`src/rtl/tlight_lamp_guard.sv`:
```
// Lamp safety stage: turns per-direction colour commands into registered one-hot lamp drives,
// and latches into a flashing-yellow fault mode on any unsafe command sequence.
package tlight_pkg;
    typedef enum logic [1:0] {
        RED    = 2'd0,
        YELLOW = 2'd1,
        GREEN  = 2'd2
    } tlight_control_t;
endpackage

module tlight_lamp_guard
    import tlight_pkg::*;
#(
    parameter int BLINK_HALF_PERIOD = 1,
    parameter int WATCHDOG_LIMIT    = 20
) (
    input  logic            clock,
    input  logic            reset_n,
    input  tlight_control_t ns,
    input  tlight_control_t we,
    input  logic            clear_fault,
    output logic [2:0]      ns_lamp,
    output logic [2:0]      we_lamp,
    output logic            fault,
    output logic [1:0]      fault_code
);

    localparam int HW = $clog2(WATCHDOG_LIMIT + 2);
    localparam int BW = (BLINK_HALF_PERIOD > 1) ? $clog2(BLINK_HALF_PERIOD) : 1;
    localparam logic [HW-1:0] HOLD_ONE   = HW'(1);
    localparam logic [HW-1:0] HOLD_MAX   = '1;
    localparam logic [HW-1:0] WD_LIMIT   = HW'(WATCHDOG_LIMIT);
    localparam logic [BW-1:0] BLINK_LAST = BW'(BLINK_HALF_PERIOD - 1);

    typedef enum logic {
        ST_RUN,
        ST_FAULT
    } state_t;

    state_t          state;
    tlight_control_t prev_ns;
    tlight_control_t prev_we;
    logic [HW-1:0]   hold_cnt;
    logic [BW-1:0]   blink_cnt;
    logic            blink_on;

    logic            same_pair;
    logic [HW-1:0]   hold_next;
    logic [1:0]      viol_code;
    logic            clear_ok;
    logic            blink_wrap;
    logic            blink_next;

    function automatic logic [2:0] lamp_of(input tlight_control_t c);
        case (c)
            RED:     return 3'b100;
            YELLOW:  return 3'b010;
            GREEN:   return 3'b001;
            default: return 3'b000;
        endcase
    endfunction

    function automatic logic is_legal(input tlight_control_t c);
        return (c == RED) || (c == YELLOW) || (c == GREEN);
    endfunction

    // Red and green must always be separated by a yellow phase.
    function automatic logic bad_step(input tlight_control_t p, input tlight_control_t c);
        return ((p == RED) && (c == GREEN)) || ((p == GREEN) && (c == RED));
    endfunction

    always_comb begin
        same_pair = (ns == prev_ns) && (we == prev_we);
        hold_next = HOLD_ONE;
        if (same_pair) begin
            hold_next = (hold_cnt == HOLD_MAX) ? hold_cnt : hold_cnt + HOLD_ONE;
        end
        viol_code = 2'd0;
        if ((ns != RED) && (we != RED)) begin
            viol_code = 2'd1;
        end else if (!is_legal(ns) || !is_legal(we) ||
                     bad_step(prev_ns, ns) || bad_step(prev_we, we)) begin
            viol_code = 2'd2;
        end else if (same_pair && (hold_cnt >= WD_LIMIT)) begin
            viol_code = 2'd3;
        end
        clear_ok   = clear_fault && (ns == RED) && (we == RED);
        blink_wrap = (blink_cnt == BLINK_LAST);
        blink_next = blink_on ^ blink_wrap;
    end

    always_ff @(posedge clock or negedge reset_n) begin
        if (!reset_n) begin
            state      <= ST_RUN;
            ns_lamp    <= 3'b100;
            we_lamp    <= 3'b100;
            fault      <= 1'b0;
            fault_code <= 2'd0;
            prev_ns    <= RED;
            prev_we    <= RED;
            hold_cnt   <= HOLD_ONE;
            blink_cnt  <= '0;
            blink_on   <= 1'b1;
        end else begin
            case (state)
                ST_RUN: begin
                    if (viol_code != 2'd0) begin
                        // Offending command is swallowed: lamps go straight to flash-on.
                        state      <= ST_FAULT;
                        fault      <= 1'b1;
                        fault_code <= viol_code;
                        ns_lamp    <= 3'b010;
                        we_lamp    <= 3'b010;
                        blink_cnt  <= '0;
                        blink_on   <= 1'b1;
                    end else begin
                        ns_lamp  <= lamp_of(ns);
                        we_lamp  <= lamp_of(we);
                        prev_ns  <= ns;
                        prev_we  <= we;
                        hold_cnt <= hold_next;
                    end
                end
                ST_FAULT: begin
                    if (clear_ok) begin
                        state      <= ST_RUN;
                        fault      <= 1'b0;
                        fault_code <= 2'd0;
                        ns_lamp    <= 3'b100;
                        we_lamp    <= 3'b100;
                        prev_ns    <= RED;
                        prev_we    <= RED;
                        hold_cnt   <= HOLD_ONE;
                        blink_cnt  <= '0;
                        blink_on   <= 1'b1;
                    end else begin
                        blink_cnt <= blink_wrap ? '0 : blink_cnt + BW'(1);
                        blink_on  <= blink_next;
                        ns_lamp   <= blink_next ? 3'b010 : 3'b000;
                        we_lamp   <= blink_next ? 3'b010 : 3'b000;
                    end
                end
                default: state <= ST_RUN;
            endcase
        end
    end

endmodule

```
`config.mk`:
```
export PLATFORM = sky130hd
export DESIGN_NAME = tlight_lamp_guard
export DESIGN_NICKNAME = d
export VERILOG_FILES = /design/src/rtl/tlight_lamp_guard.sv
export SDC_FILE = /design/constraint.sdc
export NUM_CORES = 1
export LEC_CHECK = 0
export CAP_MARGIN = 20
export CELL_PAD_IN_SITES_DETAIL_PLACEMENT = 1
export CELL_PAD_IN_SITES_GLOBAL_PLACEMENT = 2
export CORE_MARGIN = 3
export CORE_UTILIZATION = 36
export CTS_CLUSTER_DIAMETER = 60
export DETAILED_ROUTE_END_ITERATION = 12
export PLACE_DENSITY_LB_ADDON = 0.1
export SYNTH_ARGS = -nofsm -noshare
export SYNTH_HDL_FRONTEND = slang
export SYNTH_SLANG_ARGS = --single-unit
```
`constraint.sdc`:
```
create_clock -name clock -period 3.2 [get_ports clock]
set_input_delay 0.48 -clock clock [delete_from_list [all_inputs] [get_ports clock]]
set_output_delay 0.48 -clock clock [all_outputs]
set_load 0.01 [all_outputs]
```
==> parameters.txt, run 1 <==
Parameter                              Value

Clock tree
  Clock sink count ... 20
  Postcts setup bufs ... 0
  Clock tree from TritonCTS ... built
  Number of hold buffers added after cts ... 0
  Insertion delay of the later-clocked pin in the worst-skew pair ... 0.31 ns
  Cell chosen for the clock root ... sky130_fd_sc_hd__clkbuf_4
  Clock edge transition at the registers on the reported setup and hold paths ... 0.12 ns
  Post-CTS sizing ... 0
  Clk buf depth ... 2
  Number of clock buffers inserted by TritonCTS ... 3
  H-tree levels ... 1

STA
  Unrepaired setup endpoints after global routing ... false
  Part of the cycle the worst path needs ... 0.7369
  Total count of max-transition violations in the final report ... 0
  Post-route setup slack ... 0.8420 ns
  Remaining max-slew budget at the tightest pin ... 0.3892
  Final hold violation count ... 0
  Aggregate negative setup slack ... 0 ns
  Min Tclk post-route ... 2.358 ns
  Pin slew with the least headroom to its limit ... 0.9133 ns
  Clock Skews ... 0.001490 ns
  F_max ... 424.1 MHz
  Final setup fails ... 0

Drt
  Total via count in the routed design ... 908
  Post-route ant nets ... 0
  First-pass detailed-route iteration total ... 4
  Via density per instance ... 5.896
  Drc violations ... 0
  Count of routing violations after the opening detailed-route iteration ... 56
  Average detailed-routed wire length per instance ... 17.31 um
  DRT Wirelength ... 2666 um

Place
  Post-placement setup slack ... 0.5277 ns
  Routability-driven placement congestion ratio ... 0.8129
  Port Buffer Count ... 15
  Detailed Place HPWL ... 1951 um
  Placed cells ... 150

Synth
  Per-instance average area after synthesis ... 10.15 um2
  Synthesis-stage register bit count ... 20
  Post-Synthesis Cell Area ... 1106 um2
  Post-synth ARST share ... 1.000
  Number of different library cells in the post-synthesis netlist ... 45
  Syn. warnings ... 0
  Number of nets in the synthesized netlist ... 119
  Portion of the post-synthesis area used by sequential elements ... 0.4570
  Cell count after synthesis ... 109
  Most common flop cell mapped by yosys ... sky130_fd_sc_hd__dfrtp_1
  Number of enable flip-flop cells after synthesis ... 0

Worst setup path
  Critical path data arrival time ... 2.56 ns
  Worst-path maximum fanout ... 8
  List of cells traversed by the critical path ... clkdlybuf4s50_1 -> nor2_2 -> a222oi_1 -> or3b_1 -> o41ai_2 -> nand2_1
  Worst Path Required ... 3.40 ns
  Type of the setup path with the least slack ... in -> reg
  Slowest cell on the critical path ... sky130_fd_sc_hd__clkdlybuf4s50_1
  Kind of cell adding the most delay to the critical path ... compound AO/OA/AOI/OAI gates
  Stage delay of the slowest cell on the critical path ... 0.66 ns
  Setup crit end kind ... flop
  CP startpoint kind ... primary input
  Count of buffer and inverter cells on the critical path ... 1

Die
  Die area ... 3774 um2
  Starting density of the core ... 0.3877
  Ports placed on the boundary ... 16
  Std-Cell Core Area ... 2853 um2
  X dimension of the die ... 61.43 um
  Standard-cell rows ... 19
  Vertical die dimension ... 61.43 um

Global route
  Maximum number of pins on one net before global-route repair ... 21
  Total global routing track utilization ... 0.1643
  Antenna violations before repair ... 0
  Global-route congestion overflow total ... 0
  Via count of the first global-routing pass ... 879
  Global-route wire length before repair ... 4416 um

Pwr
  Sequential power share ... 0.522
  Relative contribution of the clock network to total power ... 0.246
  Leakage power figure ... 0.5581 nW
  Net switching component of the power ... 185.5 uW
  Part of the total power dissipated in combinational logic ... 0.232
  Internal power ... 430.7 uW
  Worst voltage drop across the vdd grid ... 0.0002187 V
  Power Dens Cells ... 474.5 nW/um2
  Switching part of the total power ... 0.3011

Cells and area
  Relative area change from synthesis to final layout ... 17.42%
  Antenna diode count ... 0
  Final nets ... 134
  Proportion of layout cells with a drive suffix above 1 ... 0.1138
  Number of fillers in the final layout ... 336
  Final std cells w/o fill ... 154

Job
  Max Cap Violations ... 0

Hold path
  Min-delay worst type ... reg -> reg

Run status
  Status ... finished clean
-- worst register-to-register path: cells and delay by family (launching register included) --
family,cells,cell delay [ns]
AOI/OAI and AO/OA,1,0.25
and+or+nand+nor,3,1.02
xor gates and xnor gates,1,0.19
DFF,1,0.47
-- worst paths after layout --
| check | slack (ns) | end | from | depth (start not counted) |
|---|---|---|---|---|
| worst min-delay path | 0.54 | hold_cnt[0] | hold_cnt[0] | 2 |
| worst min register to register | 0.54 | hold_cnt[0] | hold_cnt[0] | 2 |
| max in group asynchronous | 1.98 | state | reset_n | 1 |
| worst max-delay path | 0.84 | fault | we[0] | 6 |
| worst max register to register | 1.18 | prev_we[0] | prev_we[0] | 5 |
| min in group asynchronous | 0.67 | hold_cnt[2] | reset_n | 1 |
-- state kept, by name, summed over array words and instances (netlist names) --
signal / count
blink_on: 1
we_lamp: 3
state: 1
hold_cnt: 5
prev_ns: 2
fault: 1
ns_lamp: 3
fault_code: 2
prev_we: 2
-- Yosys cell counts, types with 2 or more instances --
| master | n | area, um2 |
|---|---|---|
| sky130_fd_sc_hd__dfrtp_1 | 16 | 400.4 |
| sky130_fd_sc_hd__nand2_1 | 8 | 30.03 |
| sky130_fd_sc_hd__nor2_1 | 7 | 26.28 |
| sky130_fd_sc_hd__inv_1 | 6 | 22.52 |
| sky130_fd_sc_hd__nand3_1 | 6 | 30.03 |
| sky130_fd_sc_hd__a21oi_1 | 5 | 25.02 |
| sky130_fd_sc_hd__dfstp_2 | 4 | 105.1 |
| sky130_fd_sc_hd__xor2_1 | 4 | 35.03 |
| sky130_fd_sc_hd__and3_1 | 3 | 18.77 |
| sky130_fd_sc_hd__ha_1 | 3 | 37.54 |
| sky130_fd_sc_hd__nor2b_1 | 3 | 18.77 |
| sky130_fd_sc_hd__o31ai_1 | 3 | 22.52 |
| sky130_fd_sc_hd__a221o_1 | 2 | 20.02 |
| sky130_fd_sc_hd__a22o_1 | 2 | 17.52 |
| sky130_fd_sc_hd__and2_1 | 2 | 12.51 |
| sky130_fd_sc_hd__nand2b_1 | 2 | 12.51 |
| sky130_fd_sc_hd__nor3_1 | 2 | 10.01 |
| sky130_fd_sc_hd__nor4_1 | 2 | 12.51 |
| sky130_fd_sc_hd__o211ai_1 | 2 | 15.01 |
| sky130_fd_sc_hd__o311ai_1 | 2 | 17.52 |
-- cell usage in the layout (no fill, tap or decap), types with 4 or more instances in the layout --
master,n
sky130_fd_sc_hd__nand3_1,6
sky130_fd_sc_hd__a21oi_1,5
sky130_fd_sc_hd__inv_1,6
sky130_fd_sc_hd__nor2_1,7
sky130_fd_sc_hd__nand2_1,8
sky130_fd_sc_hd__dfstp_2,4
sky130_fd_sc_hd__xor2_1,4
sky130_fd_sc_hd__dfrtp_1,16
sky130_fd_sc_hd__clkdlybuf4s50_1,15
-- area by class of cell --
type	count	area [um2]	area share
Multi-Input combinational cell	78	545.5	0.4200
Tap cell	31	38.79	0.02987
Inverter	6	22.52	0.01734
Clock buffer	4	36.28	0.02794
Sequential cell	20	505.5	0.3892
Timing Repair Buffer	15	150.1	0.1156
-- metrics by stage --
step	instance area, um2	hold WS (ns)	power, mW	utilization
detailed placement	1262	0.5293	0.4700	0.4425
global route	1299	0.5839	0.6567	0.4553
global placement	1262	0.5003	0.4651	0.4425
floorplan	1106	0.1844	0.4021	-
finish	1299	0.5407	0.6162	0.4553
CTS	1299	0.5480	0.6255	0.4553
-- power groups by stage --
stage                     combinational [mW]  sequential (mW)  clock (mW)
after detailed placement               0.144            0.326           0
after global routing                   0.161            0.326       0.170
after CTS                              0.145            0.321       0.159
after global placement                 0.142            0.324           0
after floorplan                       0.0771            0.325           0
final                                  0.143            0.321       0.152
-- layer usage --
metal | vias to the layer above | routed length [um] | global-route usage | share of wire
met2 | 22 | 1214 | 0.2508 | 0.46
met4 | 0 | 0 | 0.04545 | 0
met5 | - | 0 | 0 | 0
met3 | 0 | 125 | 0.03983 | 0.047
li1 | 426 | - | - | -
met1 | 460 | 1325 | 0.2326 | 0.50
-- kinds of logic after synthesis --
| kind of cell | synth area share |
|---|---|
| AO/OA/AOI/OAI | 0.2036 |
| AND/OR/NAND/NOR | 0.2149 |
| adder cells (fa/ha/maj) | 0.03394 |
| XOR/XNOR | 0.03167 |
| buffers and inverters | 0.04976 |
| multiplexers | 0.009050 |
| flip-flops | 0.4570 |
(Power assumes the default switching activity.)
==> run 2, diff against run 1 <==
CORE_UTILIZATION = 33   (was 36)
clock period = 2.4 ns   (was 3.2 ns; I/O delays follow)
==> run 2 against run 1 <==
Effect of this change: clock power up 84%; clock skew about the same; sequential power up 32%; power up 49%; via count up 6.8%; clock-buffer cell count down 1; design area up 16%; routed wire length up 4.8%; non-clock buffer count up 24; flip-flop and latch count unchanged; die area up 8.2%; largest cell class unchanged; largest power group unchanged.
==> parameters.txt, run 2 (synthesized netlist as in run 1, its figures left out) <==
Parameter                              Value

Worst setup path
  Worst-path maximum fanout ... 5
  Number of cell instances on the worst register-to-register path ... 6
  Setup crit end kind ... flop
  Type of the setup path with the least slack ... in -> reg
  CP Capture Point ... fault
  CP startpoint kind ... primary input
  Critical register-to-register path endpoint ... fault
  Worst Path Required ... 2.61 ns
  Worst reg2reg startpoint ... prev_we[1]
  Critical path data arrival time ... 2.38 ns
  Crit path from ... we[0]
  Reg2Reg Setup Slack ... 0.35 ns

Cells and area
  Largest register FFs ... 5
  Finished layout cell area ... 1511 um2
  Combined area of the multi-input logic cells ... 545.5 um2
  Final nets ... 158
  Most common cell after layout, fill and taps aside ... sky130_fd_sc_hd__buf_4
  Final std cells w/o fill ... 191
  Sequential cell area ... 505.5 um2
  Relative area change from synthesis to final layout ... 36.65%
  Register with the most flip-flops ... hold_cnt
  Number of fillers in the final layout ... 362
  Proportion of layout cells with a drive suffix above 1 ... 0.2585
  Regs by FF count ... hold_cnt x5, ns_lamp x3, we_lamp x3
  Leading cell types in the layout, fill and taps excluded ... sky130_fd_sc_hd__buf_4 (24), sky130_fd_sc_hd__dfrtp_1 (16), sky130_fd_sc_hd__clkdlybuf4s50_1 (15), sky130_fd_sc_hd__nand2_1 (8), sky130_fd_sc_hd__nor2_1 (7)
  Antenna diode count ... 0

Die
  X dimension of the die ... 63.90 um
  Starting density of the core ... 0.3536
  Standard-cell rows ... 20
  Die area ... 4083 um2
  Vertical die dimension ... 63.90 um
  Std-Cell Core Area ... 3128 um2
  Ports placed on the boundary ... 16

Pwr
  Worst voltage drop across the vdd grid ... 0.0002954 V
  Power Dens Cells ... 609.3 nW/um2
  Sequential power share ... 0.460
  Net switching component of the power ... 251.0 uW
  Internal power ... 669.9 uW
  Switching part of the total power ... 0.2725
  Part of the total power dissipated in combinational logic ... 0.236
  Leakage power figure ... 0.6804 nW
  Relative contribution of the clock network to total power ... 0.304

STA
  Clock Skews ... 0.001339 ns
  F_max ... 460.9 MHz
  Pin slew with the least headroom to its limit ... 0.4679 ns
  Hold Slack ... 0.3832 ns
  Unrepaired setup endpoints after global routing ... false
  Part of the cycle the worst path needs ... 0.9040
  Min Tclk post-route ... 2.170 ns
  Final hold violation count ... 0
  Final setup fails ... 0
  Post-route setup slack ... 0.2304 ns
  Remaining max-slew budget at the tightest pin ... 0.6837
  Total count of max-transition violations in the final report ... 0

Drt
  Total via count in the routed design ... 970
  Drc violations ... 0
  Via density per instance ... 5.079
  DRT Wirelength ... 2794 um
  Post-route ant nets ... 0
  Count of routing violations after the opening detailed-route iteration ... 24
  Average detailed-routed wire length per instance ... 14.63 um
  First-pass detailed-route iteration total ... 4

Clock tree
  Clk buf depth ... 2
  H-tree levels ... 1
  Clock sink count ... 20
  Insertion delay of the later-clocked pin in the worst-skew pair ... 0.31 ns
  Clock edge transition at the registers on the reported setup and hold paths ... 0.12 ns
  Clock tree from TritonCTS ... built
  Number of hold buffers added after cts ... 0
  Post-CTS sizing ... 0
  Number of clock buffers inserted by TritonCTS ... 3
  Cell chosen for the clock root ... sky130_fd_sc_hd__clkbuf_4
  Postcts setup bufs ... 0

Place
  Routability-driven placement congestion ratio ... 0.8873
  Post-placement setup slack ... -0.06789 ns
  Detailed Place HPWL ... 2141 um
  Port Buffer Count ... 15
  Placed cells ... 187
  Placed standard-cell area ... 1459 um2

Global route
  Total global routing track utilization ... 0.1574
  Via count of the first global-routing pass ... 1069
  Global-route wire length before repair ... 5099 um
  Antenna violations before repair ... 0
  Maximum number of pins on one net before global-route repair ... 21
  Global-route congestion overflow total ... 0

Hold path
  Min-delay worst type ... in -> async

Job
  Max Cap Violations ... 0

Run status
  Status ... finished clean
## run 2: cell types whose count changed in the layout (fill, tap and decap cells not counted)
cell	change
sky130_fd_sc_hd__buf_4	+24
sky130_fd_sc_hd__bufinv_16	+1
sky130_fd_sc_hd__clkbuf_8	-1
## run 2: worst min-delay path by stage
stage            start          to  slack (ns)
6_report       reset_n  we_lamp[0]        0.38
5_1_grt        reset_n  we_lamp[0]        0.39
4_1_cts        reset_n  we_lamp[0]        0.38
3_5_place_dp     fault       fault        0.51
2_1_floorplan  reset_n       fault        0.06
3_3_place_gp     fault       fault        0.50
## run 2: area by class of cell
type	instances	share of cell area
flip-flops and latches	20	0.3344
inverters	6	0.01490
well taps	44	0.03642
multi-input cells	78	0.3609
repair buffers	39	0.2185
clock buffers	3	0.01490
clock inverters	1	0.01987
## run 2: metal layers
metal	wire length, um	GRT usage	vias to the layer above	part of all wire
met5	0	0	-	0
met4	40	0.05660	0	0.014
met3	92	0.02636	4	0.033
met2	1267	0.2632	16	0.45
met1	1393	0.2029	475	0.50
li1	-	-	475	-
## run 2: power by group through the flow
stage	clock network, mW	registers [mW]	logic (mW)
3_3_place_gp	0	0.429	0.214
3_5_place_dp	0	0.431	0.219
2_1_floorplan	0	0.433	0.103
6_report	0.280	0.424	0.217
5_1_grt	0.303	0.434	0.245
4_1_cts	0.290	0.424	0.220
## run 2: stage by stage
| step | power [mW] | TNS, ns | utilization |
|---|---|---|---|
| 6_report | 0.9209 | 0 | 0.4832 |
| 5_1_grt | 0.9816 | 0 | 0.4832 |
| 4_1_cts | 0.9344 | 0 | 0.4832 |
| 3_5_place_dp | 0.6496 | -0.1320 | 0.4664 |
| 3_3_place_gp | 0.6434 | -0.1250 | 0.4664 |
| 2_1_floorplan | 0.5362 | 0 | - |
## run 2: worst max-delay path: stages
cell and delay [ns]:
sky130_fd_sc_hd__clkdlybuf4s50_1 0.59, sky130_fd_sc_hd__nor2_2 0.09, sky130_fd_sc_hd__a222oi_1 0.35, sky130_fd_sc_hd__buf_4 0.18
sky130_fd_sc_hd__or3b_1 0.41, sky130_fd_sc_hd__o41ai_2 0.32, sky130_fd_sc_hd__nand2_1 0.08
==> run 3, diff against run 2 <==
--- a/config.mk
+++ b/config.mk
@@ -9,9 +9,9 @@
 export CELL_PAD_IN_SITES_DETAIL_PLACEMENT = 1
 export CELL_PAD_IN_SITES_GLOBAL_PLACEMENT = 2
-export CORE_MARGIN = 3
 export CORE_UTILIZATION = 33
 export CTS_CLUSTER_DIAMETER = 60
 export DETAILED_ROUTE_END_ITERATION = 12
 export PLACE_DENSITY_LB_ADDON = 0.1
+export REMOVE_ABC_BUFFERS = 1
 export SYNTH_ARGS = -nofsm -noshare
 export SYNTH_HDL_FRONTEND = slang
==> constraint.sdc (replaced) <==
create_clock -name clock -period 2.4 [get_ports clock]
set_input_delay 0.48 -clock clock [delete_from_list [all_inputs] [get_ports clock]]
set_output_delay 0.48 -clock clock [all_outputs]
set_load 0.01 [all_outputs]
==> run 3 against run 2 <==
Effect of this change: clock skew is 0.0013 ns higher; worst setup slack worse by 0.11 ns; die area is 12% lower; core utilization is 0.32 points lower; via count is 3.6% higher; combinational power hardly changed; highest routed layer unchanged.
==> parameters.txt, run 3 (synthesized netlist as in run 1, its figures left out) <==
Parameter                              Value

Worst setup path
  Worst Path Required ... 2.59 ns
  Slowest cell on the critical path ... sky130_fd_sc_hd__clkdlybuf4s50_1
  Crit path from ... ns[0]
  Worst reg2reg startpoint ... prev_we[1]
  Type of the setup path with the least slack ... in -> reg
  Setup crit end kind ... flop
  CP startpoint kind ... primary input
  Worst-path maximum fanout ... 7
  Number of cell instances on the worst register-to-register path ... 6
  Critical path data arrival time ... 2.48 ns
  Stage delay of the slowest cell on the critical path ... 0.55 ns
  List of cells traversed by the critical path ... clkdlybuf4s50_1 -> nor4b_1 -> nor4_2 -> nand2_1 -> nor2_1 -> buf_4 -> a221o_1

Drt
  Average detailed-routed wire length per instance ... 15.49 um
  Total via count in the routed design ... 1005
  Count of routing violations after the opening detailed-route iteration ... 25
  Drc violations ... 0
  First-pass detailed-route iteration total ... 4
  Via density per instance ... 5.262
  Post-route ant nets ... 0
  DRT Wirelength ... 2959 um

Place
  Detailed Place HPWL ... 2244 um
  Routability-driven placement congestion ratio ... 0.7900
  Post-placement setup slack ... -0.2166 ns
  Placed standard-cell area ... 1459 um2
  Port Buffer Count ... 15

Cells and area
  Relative area change from synthesis to final layout ... 35.75%
  Regs by FF count ... hold_cnt x5, ns_lamp x3, we_lamp x3
  Leading cell types in the layout, fill and taps excluded ... sky130_fd_sc_hd__buf_4 (24), sky130_fd_sc_hd__dfrtp_1 (16), sky130_fd_sc_hd__clkdlybuf4s50_1 (15), sky130_fd_sc_hd__nand2_1 (8), sky130_fd_sc_hd__nor2_1 (7)
  Largest register FFs ... 5
  Post-route core utilization ... 0.4800
  Proportion of layout cells with a drive suffix above 1 ... 0.2653
  Finished layout cell area ... 1501 um2
  Number of fillers in the final layout ... 368
  Final nets ... 158
  Most common cell after layout, fill and taps aside ... sky130_fd_sc_hd__buf_4
  Register with the most flip-flops ... hold_cnt
  Combined area of the multi-input logic cells ... 551.8 um2
  Sequential cell area ... 505.5 um2
  Antenna diode count ... 0

Die
  Die area ... 3587 um2
  Starting density of the core ... 0.3536
  Vertical die dimension ... 59.90 um
  Standard-cell rows ... 20
  Std-Cell Core Area ... 3128 um2
  X dimension of the die ... 59.90 um
  Ports placed on the boundary ... 16

Pwr
  Worst voltage drop across the vdd grid ... 0.0002860 V
  Power Dens Cells ... 561.5 nW/um2
  Leakage power figure ... 0.6747 nW

Run status
  Status ... finished clean

Global route
  Global-route congestion overflow total ... 0
  Maximum number of pins on one net before global-route repair ... 21
  Via count of the first global-routing pass ... 1057
  Antenna violations before repair ... 0
  Global-route wire length before repair ... 5078 um
  Total global routing track utilization ... 0.1931

Clock tree
  Post-CTS sizing ... 0
  Number of clock buffers inserted by TritonCTS ... 3
  Cell chosen for the clock root ... sky130_fd_sc_hd__clkbuf_4
  Clock edge transition at the registers on the reported setup and hold paths ... 0.11 ns
  Postcts setup bufs ... 0
  Insertion delay of the later-clocked pin in the worst-skew pair ... 0.30 ns
  H-tree levels ... 1
  Clock sink count ... 20
  Number of hold buffers added after cts ... 0
  Clock tree from TritonCTS ... built
  Clk buf depth ... 2

STA
  Pin slew with the least headroom to its limit ... 0.4728 ns
  Total count of max-transition violations in the final report ... 0
  Final hold violation count ... 0
  Remaining max-slew budget at the tightest pin ... 0.6804
  Final setup fails ... 0
  Part of the cycle the worst path needs ... 0.9508
  Clock Skews ... 0.002618 ns
  F_max ... 438.2 MHz
  Post-route setup slack ... 0.1181 ns
  Min Tclk post-route ... 2.282 ns

Job
  Max Cap Violations ... 0

Hold path
  Min-delay worst type ... in -> async
run 3: cell count changes in the layout (fill, tap and decap cells not counted):
cell	previous run	this run
sky130_fd_sc_hd__clkbuf_8	0	1
sky130_fd_sc_hd__bufinv_16	1	0
sky130_fd_sc_hd__nor4_1	2	1
sky130_fd_sc_hd__nor4_2	1	2
run 3: metrics by stage:
step	TNS [ns]	std cells	power [mW]	hold slack (ns)
floorplan	0	104	0.5286	0.1844
global placement	-0.5393	187	0.6420	0.4988
detailed placement	-1.401	187	0.6511	0.5123
CTS	0	191	0.8526	0.5164
global route	-0.006642	191	0.8907	0.5207
finish	0	191	0.8431	0.5107
run 3: routing by layer:
layer | vias up | track usage | wire length, um
met5 | - | 0 | 0
met4 | 0 | 0.07973 | 40
met3 | 4 | 0.02165 | 86
met2 | 20 | 0.3190 | 1364
met1 | 505 | 0.2554 | 1468
li1 | 476 | - | -
run 3: final timing paths:
kind,slack [ns],endpoint
max,0.12,hold_cnt[2]
min,0.51,we_lamp[0]
max reg2reg,0.33,fault
min reg2reg,0.53,fault
max in group asynchronous,1.62,hold_cnt[0]
min in group clock,0.53,fault
run 3: power breakdown:
part | leakage [nW] | internal [mW] | switching [mW] | total [mW]
clock | 0.0210 | 0.0925 | 0.106 | 0.199
combinational | 0.405 | 0.115 | 0.100 | 0.216
sequential | 0.249 | 0.385 | 0.0442 | 0.429
run 3: cell type report:
cell class / count / area share
Sequential cell: 20 / 0.3367
Multi-Input combinational cell: 78 / 0.3675
Timing Repair Buffer: 39 / 0.2200
Clock buffer: 4 / 0.02417
Tap cell: 44 / 0.03667
Inverter: 6 / 0.01500
run 3: critical path, delay by kind of cell:
kind | cells | cell delay, ns
and+or+nand+nor | 4 | 0.98
AOI/OAI and AO/OA | 1 | 0.32
buffers and inverters | 2 | 0.70
